File: src/rtl/alu_pkg.sv
`default_nettype none
// ============================================================================
//  Module      : alu_pkg
//  Description : Definitions shared by the ALU execution units (adder,
//                divider, sequential multiplier): the multi-cycle unit state
//                encoding and the CPSR flag bit positions used when the
//                units assemble their N/Z/C/V flag vectors.
//  Ports       : none (package)
//  Revision    : 1.0  initial release
// ============================================================================
package alu_pkg;

  // Multi-cycle unit control states
  localparam logic [1:0] IDLE = 2'd0;
  localparam logic [1:0] RUN  = 2'd1;
  localparam logic [1:0] FIX  = 2'd2;

  // CPSR flag vector layout {N, Z, C, V}
  localparam int FLAG_W        = 4;
  localparam int FLAG_OVERFLOW = 0;
  localparam int FLAG_COUT     = 1;
  localparam int FLAG_ZERO     = 2;
  localparam int FLAG_NEGATIVE = 3;

endpackage : alu_pkg
`default_nettype wire

File: src/rtl/magnitude_conv.sv
`default_nettype none
// ============================================================================
//  Module      : magnitude_conv
//  Description : Conditional two's-complement negation. Produces -v when
//                neg is set, otherwise passes v through. Used both to take
//                operand magnitudes and to re-apply the sign to a product.
//  Ports       : neg    in   1      negate request
//                v      in   WIDTH  input value
//                result out  WIDTH  neg ? (~v)+1 : v
//  Revision    : 1.0  initial release
// ============================================================================
module magnitude_conv #(
  parameter int WIDTH = 16
) (
  input  logic             neg,
  input  logic [WIDTH-1:0] v,
  output logic [WIDTH-1:0] result
);

  // The most negative input negates to itself; read as unsigned that is
  // exactly its magnitude 2^(WIDTH-1), which is what the multiplier wants.
  assign result = neg ? (~v + WIDTH'(1)) : v;

endmodule : magnitude_conv
`default_nettype wire

File: src/rtl/seq_multiplier.sv
`default_nettype none
// ============================================================================
//  Module      : seq_multiplier
//  Description : Iterative signed shift-add multiplier. Operand magnitudes
//                are multiplied one partial product per clock, then the
//                sign is applied in a final FIX cycle that also registers
//                the product and its CPSR flags and pulses done.
//                Latency from the start edge to done is WIDTH+1 cycles.
//  Ports       : clk        in   1        rising-edge clock
//                rst        in   1        asynchronous active-high reset
//                start      in   1        request, sampled only when idle
//                x          in   WIDTH    multiplicand (signed)
//                y          in   WIDTH    multiplier (signed)
//                busy       out  1        operation in progress
//                done       out  1        one-cycle result-valid pulse
//                prod       out  WIDTH    low half of the signed product
//                prod_full  out  2*WIDTH  full signed product
//                negative   out  1        product < 0
//                zero       out  1        product == 0
//                cout       out  1        always 0
//                overflow   out  1        product does not fit WIDTH signed
//  Revision    : 1.0  initial release
// ============================================================================
module seq_multiplier
  import alu_pkg::*;
#(
  parameter int WIDTH = 16
) (
  input  logic               clk,
  input  logic               rst,
  input  logic               start,
  input  logic [WIDTH-1:0]   x,
  input  logic [WIDTH-1:0]   y,
  output logic               busy,
  output logic               done,
  output logic [WIDTH-1:0]   prod,
  output logic [2*WIDTH-1:0] prod_full,
  output logic               negative,
  output logic               zero,
  output logic               cout,
  output logic               overflow
);

  localparam int CNT_W = $clog2(WIDTH) + 1;
  localparam logic [FLAG_W-1:0] FLAGS_RESET = FLAG_W'(1 << FLAG_ZERO);

  // --------------------------------------------------------------------------
  // State
  // --------------------------------------------------------------------------
  logic [1:0]         r_state;
  logic [CNT_W-1:0]   r_cnt;
  logic [WIDTH-1:0]   r_mag_x;
  logic [WIDTH-1:0]   r_mag_y;
  logic [2*WIDTH-1:0] r_acc;
  logic               r_sign;
  logic               r_done;
  logic [2*WIDTH-1:0] r_prod_full;
  logic [FLAG_W-1:0]  r_flags;

  // --------------------------------------------------------------------------
  // Combinational datapath
  // --------------------------------------------------------------------------
  logic [WIDTH-1:0]   w_mag_x;
  logic [WIDTH-1:0]   w_mag_y;
  logic [WIDTH-1:0]   w_addend;
  logic [WIDTH:0]     w_sum;
  logic [2*WIDTH-1:0] w_result;
  logic [WIDTH:0]     w_ovf_bits;
  logic               w_overflow;

  magnitude_conv #(.WIDTH(WIDTH)) u_mag_x (
    .neg    (x[WIDTH-1]),
    .v      (x),
    .result (w_mag_x)
  );

  magnitude_conv #(.WIDTH(WIDTH)) u_mag_y (
    .neg    (y[WIDTH-1]),
    .v      (y),
    .result (w_mag_y)
  );

  magnitude_conv #(.WIDTH(2*WIDTH)) u_fix (
    .neg    (r_sign),
    .v      (r_acc),
    .result (w_result)
  );

  // Upper accumulator half plus the current partial product. The extra bit
  // keeps the carry so it can be shifted back in at the top.
  assign w_addend = r_mag_y[0] ? r_mag_x : '0;
  assign w_sum    = {1'b0, r_acc[2*WIDTH-1:WIDTH]} + {1'b0, w_addend};

  // The product fits WIDTH signed bits only if the top WIDTH+1 bits are a
  // pure sign extension.
  assign w_ovf_bits = w_result[2*WIDTH-1:WIDTH-1];
  assign w_overflow = ~((&w_ovf_bits) | ~(|w_ovf_bits));

  // --------------------------------------------------------------------------
  // Control FSM, counter and shift-add datapath
  // --------------------------------------------------------------------------
  always_ff @(posedge clk or posedge rst) begin
    if (rst) begin
      r_state     <= IDLE;
      r_cnt       <= '0;
      r_mag_x     <= '0;
      r_mag_y     <= '0;
      r_acc       <= '0;
      r_sign      <= 1'b0;
      r_done      <= 1'b0;
      r_prod_full <= '0;
      r_flags     <= FLAGS_RESET;
    end else begin
      r_done <= 1'b0;
      case (r_state)
        IDLE: begin
          if (start) begin
            r_mag_x <= w_mag_x;
            r_mag_y <= w_mag_y;
            r_sign  <= x[WIDTH-1] ^ y[WIDTH-1];
            r_acc   <= '0;
            r_cnt   <= CNT_W'(WIDTH);
            r_state <= RUN;
          end
        end

        RUN: begin
          // Shift {carry, acc_hi, acc_lo, mag_y} right by one; the consumed
          // multiplier bit drops out of the bottom of mag_y.
          r_acc   <= {w_sum, r_acc[WIDTH-1:1]};
          r_mag_y <= {r_acc[0], r_mag_y[WIDTH-1:1]};
          r_cnt   <= r_cnt - CNT_W'(1);
          if (r_cnt == CNT_W'(1)) begin
            r_state <= FIX;
          end
        end

        FIX: begin
          r_prod_full                <= w_result;
          r_flags[FLAG_NEGATIVE]     <= w_result[2*WIDTH-1];
          r_flags[FLAG_ZERO]         <= (w_result == '0);
          r_flags[FLAG_COUT]         <= 1'b0;
          r_flags[FLAG_OVERFLOW]     <= w_overflow;
          r_done                     <= 1'b1;
          r_state                    <= IDLE;
        end

        default: begin
          r_state <= IDLE;
        end
      endcase
    end
  end

  // --------------------------------------------------------------------------
  // Outputs
  // --------------------------------------------------------------------------
  assign busy      = (r_state == RUN) || (r_state == FIX);
  assign done      = r_done;
  assign prod_full = r_prod_full;
  assign prod      = r_prod_full[WIDTH-1:0];
  assign negative  = r_flags[FLAG_NEGATIVE];
  assign zero      = r_flags[FLAG_ZERO];
  assign cout      = r_flags[FLAG_COUT];
  assign overflow  = r_flags[FLAG_OVERFLOW];

endmodule : seq_multiplier
`default_nettype wire

File: config.mk
export PLATFORM = sky130hd
export DESIGN_NAME = seq_multiplier
export DESIGN_NICKNAME = d
export VERILOG_FILES = /design/src/rtl/alu_pkg.sv /design/src/rtl/magnitude_conv.sv /design/src/rtl/seq_multiplier.sv
export SDC_FILE = /design/constraint.sdc
export NUM_CORES = 1
export LEC_CHECK = 0
export ABC_CLOCK_PERIOD_IN_PS = 3200
export CORE_AREA = 5 5 136 138
export CTS_CLUSTER_DIAMETER = 80
export DETAILED_ROUTE_END_ITERATION = 10
export DIE_AREA = 0 0 141 143
export GPL_TIMING_DRIVEN = 0
export PLACE_DENSITY_LB_ADDON = 0.05
export SYNTH_ARGS = -nofsm -noshare
export SYNTH_HDL_FRONTEND = slang
export SYNTH_HIERARCHICAL = 1
export SYNTH_SLANG_ARGS = --single-unit
File: constraint.sdc
create_clock -name clk -period 3.2 [get_ports clk]
set_input_delay 0.32 -clock clk [delete_from_list [all_inputs] [get_ports clk]]
set_output_delay 0.32 -clock clk [all_outputs]
set_load 0.05 [all_outputs]
* Yosys cells after proc, flatten, opt, wreduce, memory -nomap -nowiden
Index checks and enable logic that the tools add are counted.
** Cells by class
- Add/subtract/negate cells :: 5
- Equality and inequality tests :: 5
- Mux-type cells :: 14
- Bitwise logic cells :: 7
- Reductions and logical operators :: 9
** Operators by type and width (count)
- 16-bit 2-to-1 mux :: 4
- 32-bit 2-to-1 mux :: 2
- 32-bit one-hot mux with 2 select lines :: 1
- 16-bit by 1-bit adder with 16-bit output (second input constant) :: 2
- 32-bit by 1-bit adder with 32-bit output (second input constant) :: 1
- 32-bit logical NOT :: 1
- 16-bit NOT :: 2
- 32-bit NOT :: 1
- 16-bit one-hot mux with 2 select lines :: 1
- 16-bit by 16-bit adder with 17-bit output :: 1
- 17-bit AND reduction :: 1
- 17-bit OR reduction :: 1
- 5-bit one-hot mux with 2 select lines :: 1
- 2-bit AND reduction :: 3
- 5-bit by 1-bit == test with 1-bit output (second input constant) :: 1
- 5-bit 2-to-1 mux :: 1
- 5-bit by 1-bit subtractor with 5-bit output (second input constant) :: 1
- 2-bit 2-to-1 mux :: 2
- 2-bit inequality test (second input constant) :: 2
- 2-bit one-hot mux with 2 select lines :: 1
- 2-bit by 1-bit == test with 1-bit output (second input constant) :: 1
- 2-bit == test (second input constant) :: 1
- 2-bit logical NOT :: 1
- 1-bit NOT :: 2
- other kinds (5) :: 5
** Storage, ports and cells
- Flip-flop bits (word level) :: 108
- Input bits :: 35
- Output and inout port bits :: 54

* Longest topological paths before layout
- Word-level depth :: 7
- Depth in mapped cells :: 11

* Hierarchy
Netlist, hierarchy kept.
** Modules (own cells, without submodules)
- seq_multiplier :: times used 1, cells an instance 477, area an instance 5310.1 um^2
- magnitude_conv (u_fix) :: times used 1, cells an instance 99, area an instance 777.0 um^2
- magnitude_conv (u_mag_x ...) :: times used 2, cells an instance 47, area an instance 332.8 um^2

* Worst setup path after synthesis
No wires, ideal clock.
- Kind :: register -> register
- Start :: register r_mag_y[0]
- End :: register r_acc[29]
- Setup time :: 0.069 ns
- Arrival time :: 2.413 ns
- Slack :: 0.719 ns
- Cell stages (with the launch flop) :: 12
- Buffers on the path :: 1
- Path through :: dfrtp_1 > clkbuf_1 > and2_1 > ha_1 > inv_1 > fa_1 > nor2b_4 > o31ai_4 > a21oi_2 > a21oi_2 > or4_1 > nand3_1
** Between the ends
- Cells in the longest elaborated chain, start to end :: 3
** Ends and longest elaborated chain
- start: declaration :: RTL line seq_multiplier.sv:53 : logic [WIDTH-1:0] r_mag_y;
- start signal: assignment :: RTL line seq_multiplier.sv:119 : r_mag_y <= w_mag_y;
- start signal: assignment :: RTL line seq_multiplier.sv:131 : r_mag_y <= {r_acc[0], r_mag_y[WIDTH-1:1]};
- 16-bit 2-to-1 mux :: RTL line seq_multiplier.sv:91 : assign w_addend = r_mag_y[0] ? r_mag_x : '0;
- 16-bit by 16-bit adder with 17-bit output :: RTL line seq_multiplier.sv:92 : assign w_sum = {1'b0, r_acc[2*WIDTH-1:WIDTH]} + {1'b0, w_addend};
- 32-bit one-hot mux with 2 select lines :: RTL line seq_multiplier.sv:115 : case (r_state)
- end signal: assignment :: RTL line seq_multiplier.sv:130 : r_acc <= {w_sum, r_acc[WIDTH-1:1]};
- end: declaration :: RTL line seq_multiplier.sv:54 : logic [2*WIDTH-1:0] r_acc;
No other way between the ends.
A chain may end at the register's enable or synchronous reset.

* Worst setup path in the final report
- Start :: register r_acc[6]
- End :: register r_flags[0]
** Between the ends
- Cells in the longest elaborated chain, start to end :: 7
- Elaborated cells on any way between the ends :: 8
** Ends and longest elaborated chain
- 32-bit NOT * :: RTL line magnitude_conv.sv:22 : assign result = neg ? (~v + WIDTH'(1)) : v;
- 32-bit by 1-bit adder with 32-bit output * :: RTL line magnitude_conv.sv:22
- 32-bit 2-to-1 mux * :: RTL line magnitude_conv.sv:22
- net w_result[26] :: RTL line seq_multiplier.sv:67 : logic [2*WIDTH-1:0] w_result;
- 17-bit OR reduction :: RTL line seq_multiplier.sv:97 : assign w_overflow = ~((&w_ovf_bits) | ~(|w_ovf_bits));
- 1-bit NOT :: RTL line seq_multiplier.sv:97
- 1-bit bitwise OR * :: RTL line seq_multiplier.sv:97
- 1-bit NOT * :: RTL line seq_multiplier.sv:97
- end signal: indexed assignment :: RTL line seq_multiplier.sv:140 : r_flags[FLAG_NEGATIVE] <= w_result[2*WIDTH-1];
- end signal: indexed assignment :: RTL line seq_multiplier.sv:141 : r_flags[FLAG_ZERO] <= (w_result == '0);
- end signal: indexed assignment :: RTL line seq_multiplier.sv:143 : r_flags[FLAG_OVERFLOW] <= w_overflow;
- end: declaration :: RTL line seq_multiplier.sv:58 : logic [FLAG_W-1:0] r_flags;
The timed path passes the listed nets; every way through them passes the cells marked *.

==> metrics.yaml <==
async_reset_ff_share_pct: 100
topRoutingLayerUsed: "met4"
pin_count: 89
drtPass1Iterations: 4
multi_input_area_um2: 3730
crit_type: "register to register"
wl_per_cell_um: 15.8
die_w_um: 141
drc: 0
timing.hold.ws_ns: 0.390
grt_pass1_vias: 5260
design_area_um2: 8260
setup_viol: 0
hold_buffers: 0
grt.overflow.total: 0
drv_slew: 0
grt_max_degree: 58
syn2layout_area_growth_pct: 22.3
route.met3.wl_um: 610
vias_per_cell: 5.25
hold_viol: 0
final_cell_mix: "dfrtp_1 (106), clkdlybuf4s50_1 (87), nand2_1 (70)"
fp-row-count: 48
wl_um: 15800
reg2reg_from: "r_acc[6]$_DFFE_PP0P_"
regArea_um2: 2680
slew_headroom_pct: 52.5
outcome: "finished, final reports clean"
leakagePower_nw: 3.50
die_area_um2: 20200
cts_root_buf: "clkbuf_16"
cts_buffer_depth: 2
met2_length_um: 7490
dpl.hpwl_um: 12400
seq_area_frac_synth_pct: 39.7
cp-end-kind: "register"
crit_arrival_ns: 3.14
initialDrtViolationCount: 236
syn_area_um2: 6750
antenna_cells: 0
nFillCells: 1590
synth_cell_type_count: 58
ant_nets: 0
synth_cells: 670
io_buffer_count: 87
grtUsageTotal_pct: 16.1
utilization_pct: 48.4
clk_latency_ns: 0.36
cp.required_ns: 3.42
dieHeight_um: 143
syn_avg_cell_area_um2: 10.1
finalCritPeriodShare_pct: 91.5
cp-start-kind: "register"
place.gp.congestion: 0.884
worstSetupStartpoint: "r_acc[6]$_DFFE_PP0P_"
yosys_most_used_dff: "dfrtp_1"
nets: 829
cts_tree: "done"
antenna_found_initial: 0
placed_area_um2: 7940
rsz0062_at_grt: "no"
initial_core_util_pct: 39.6
cp_max_fo: 8
cts.sinks: 107
grt_pass1_wl_um: 26400
drive_above_1_share_pct: 15.0
power_density_nw_per_um2: 1050
synthTopCellsByArea: "dfrtp_1 (39%), mux2_2 (8.2%), xnor2_1 (7.0%)"
synth_fp_nets: 730
ys_ff_latch: 107
cap_violations: 0
final_common_cell: "dfrtp_1"
synth_enable_flop_cells: 0
numCtsBuffers: 9
path_clk_slew_ns: 0.08
synth_top_area_share_pct: 39.3
core_area_um2: 17100
yosysTopAreaCell: "dfrtp_1"
routed-via-count: 5242
htree_levels: 3
ys_warn_count: 6
hold_path_class: "input port to async pin"
post-route-min-period_ns: 2.93
worst_slew_pin_slew_ns: 0.705
clock_skew_ns: 0.00810
ir_drop_uv: 495
fmax_mhz: 342
route.layer.met1.wl_um: 7410
-- metal layers --
metal,vias to the layer above,global-route usage (%)
met1,2521,20.7
met4,0,5.35
met2,97,27.8
li1,2608,-
met3,16,2.41
met5,-,0
-- what timing repair did --
item	CTS	global route
setup buffers	0	0
setup endpoints to repair	0	1
gates resized for setup	0	2
-- worst max-delay path, stage by stage (launching register included) --
cell      delay (ns)
dfrtp_1         0.45
nor4_4          0.63
nand3b_1        0.24
o41ai_1         0.42
xnor2_1         0.17
nor4_1          0.37
nand4_1         0.21
o211ai_1        0.20
o21ai_0         0.10
-- power breakdown --
part	switching (mW)	internal [mW]
Combinational	3.09	2.03
Clock	0.538	0.646
Sequential	0.519	1.88
Total	4.15	4.56
-- stage by stage --
stage	cells	TNS, ns	power (mW)	setup slack [ns]
2_1_floorplan	670	0	6.12	0.0644
3_3_place_gp	982	-166.10	7.43	-1.57
3_5_place_dp	983	0	7.56	0.241
4_1_cts	999	0	8.77	0.172
5_1_grt	999	0	9.36	0.00133
6_report	999	0	8.70	0.273
-- worst paths after layout --
path	slack [ns]	to	cells past startpoint
worst max register to register	0.27	r_flags[0]$_DFFE_PP0P_	8
worst min register to register	0.48	r_mag_y[1]$_DFFE_PP0P_	2
worst min-delay path	0.39	done$_DFF_PP0_	2
min in group clk	0.48	r_mag_y[1]$_DFFE_PP0P_	2
max in group asynchronous	2.10	r_mag_x[15]$_DFFE_PP0P_	3
worst max-delay path	0.27	r_flags[0]$_DFFE_PP0P_	8
-- layout make-up --
cell class	count	area share, %
buffer	48	3.17
multi-input combinational	491	45.2
sequential	107	32.4
clock inverter	6	0.939
clock buffer	10	2.89
inverter	24	1.12
tap	225	3.41
timing repair buffer	88	10.9
-- logic make-up (layout without fill, tap and decap cells) --
| group | count (synthesis) | after routing | synth area share (%) |
|---|---|---|---|
| buffers and inverters | 72 | 176 | 5.21 |
| other | 1 | 1 | 0.0555 |
| xor gates and xnor gates | 69 | 69 | 8.95 |
| DFF | 107 | 107 | 39.7 |
| AOI/OAI and AO/OA | 151 | 151 | 15.8 |
| adders and majority gates | 25 | 25 | 4.74 |
| muxes | 67 | 67 | 10.8 |
| and+or+nand+nor | 178 | 178 | 14.8 |
-- state kept, by name, indices dropped and copies added (netlist names), 2 cells and up --
signal     flops
r_cnt          5
r_state        2
r_mag_x       16
r_mag_y       16
r_acc         32
r_flags        2
prod_full     32
-- synth_stat cells (3+ instances only) --
cell,instances
nand2_1,70
mux2i_1,18
xor2_1,15
clkbuf_1,18
nor3_1,3
o41ai_2,6
a22o_1,17
nor2_1,15
buf_1,7
o31ai_1,20
or3_1,6
and2_1,16
nand4_1,14
nand2b_1,4
nor2b_1,3
o21ai_0,59
nor3b_1,3
buf_4,21
nand3_1,7
mux2_2,49
xnor2_1,54
or4_1,7
nor4_4,4
inv_1,24
nor4_1,12
o41ai_1,8
ha_1,24
dfrtp_1,106
a211oi_1,4
a21oi_1,15
or2_2,3
No activity file was read; power rests on OpenSTA's default activity.
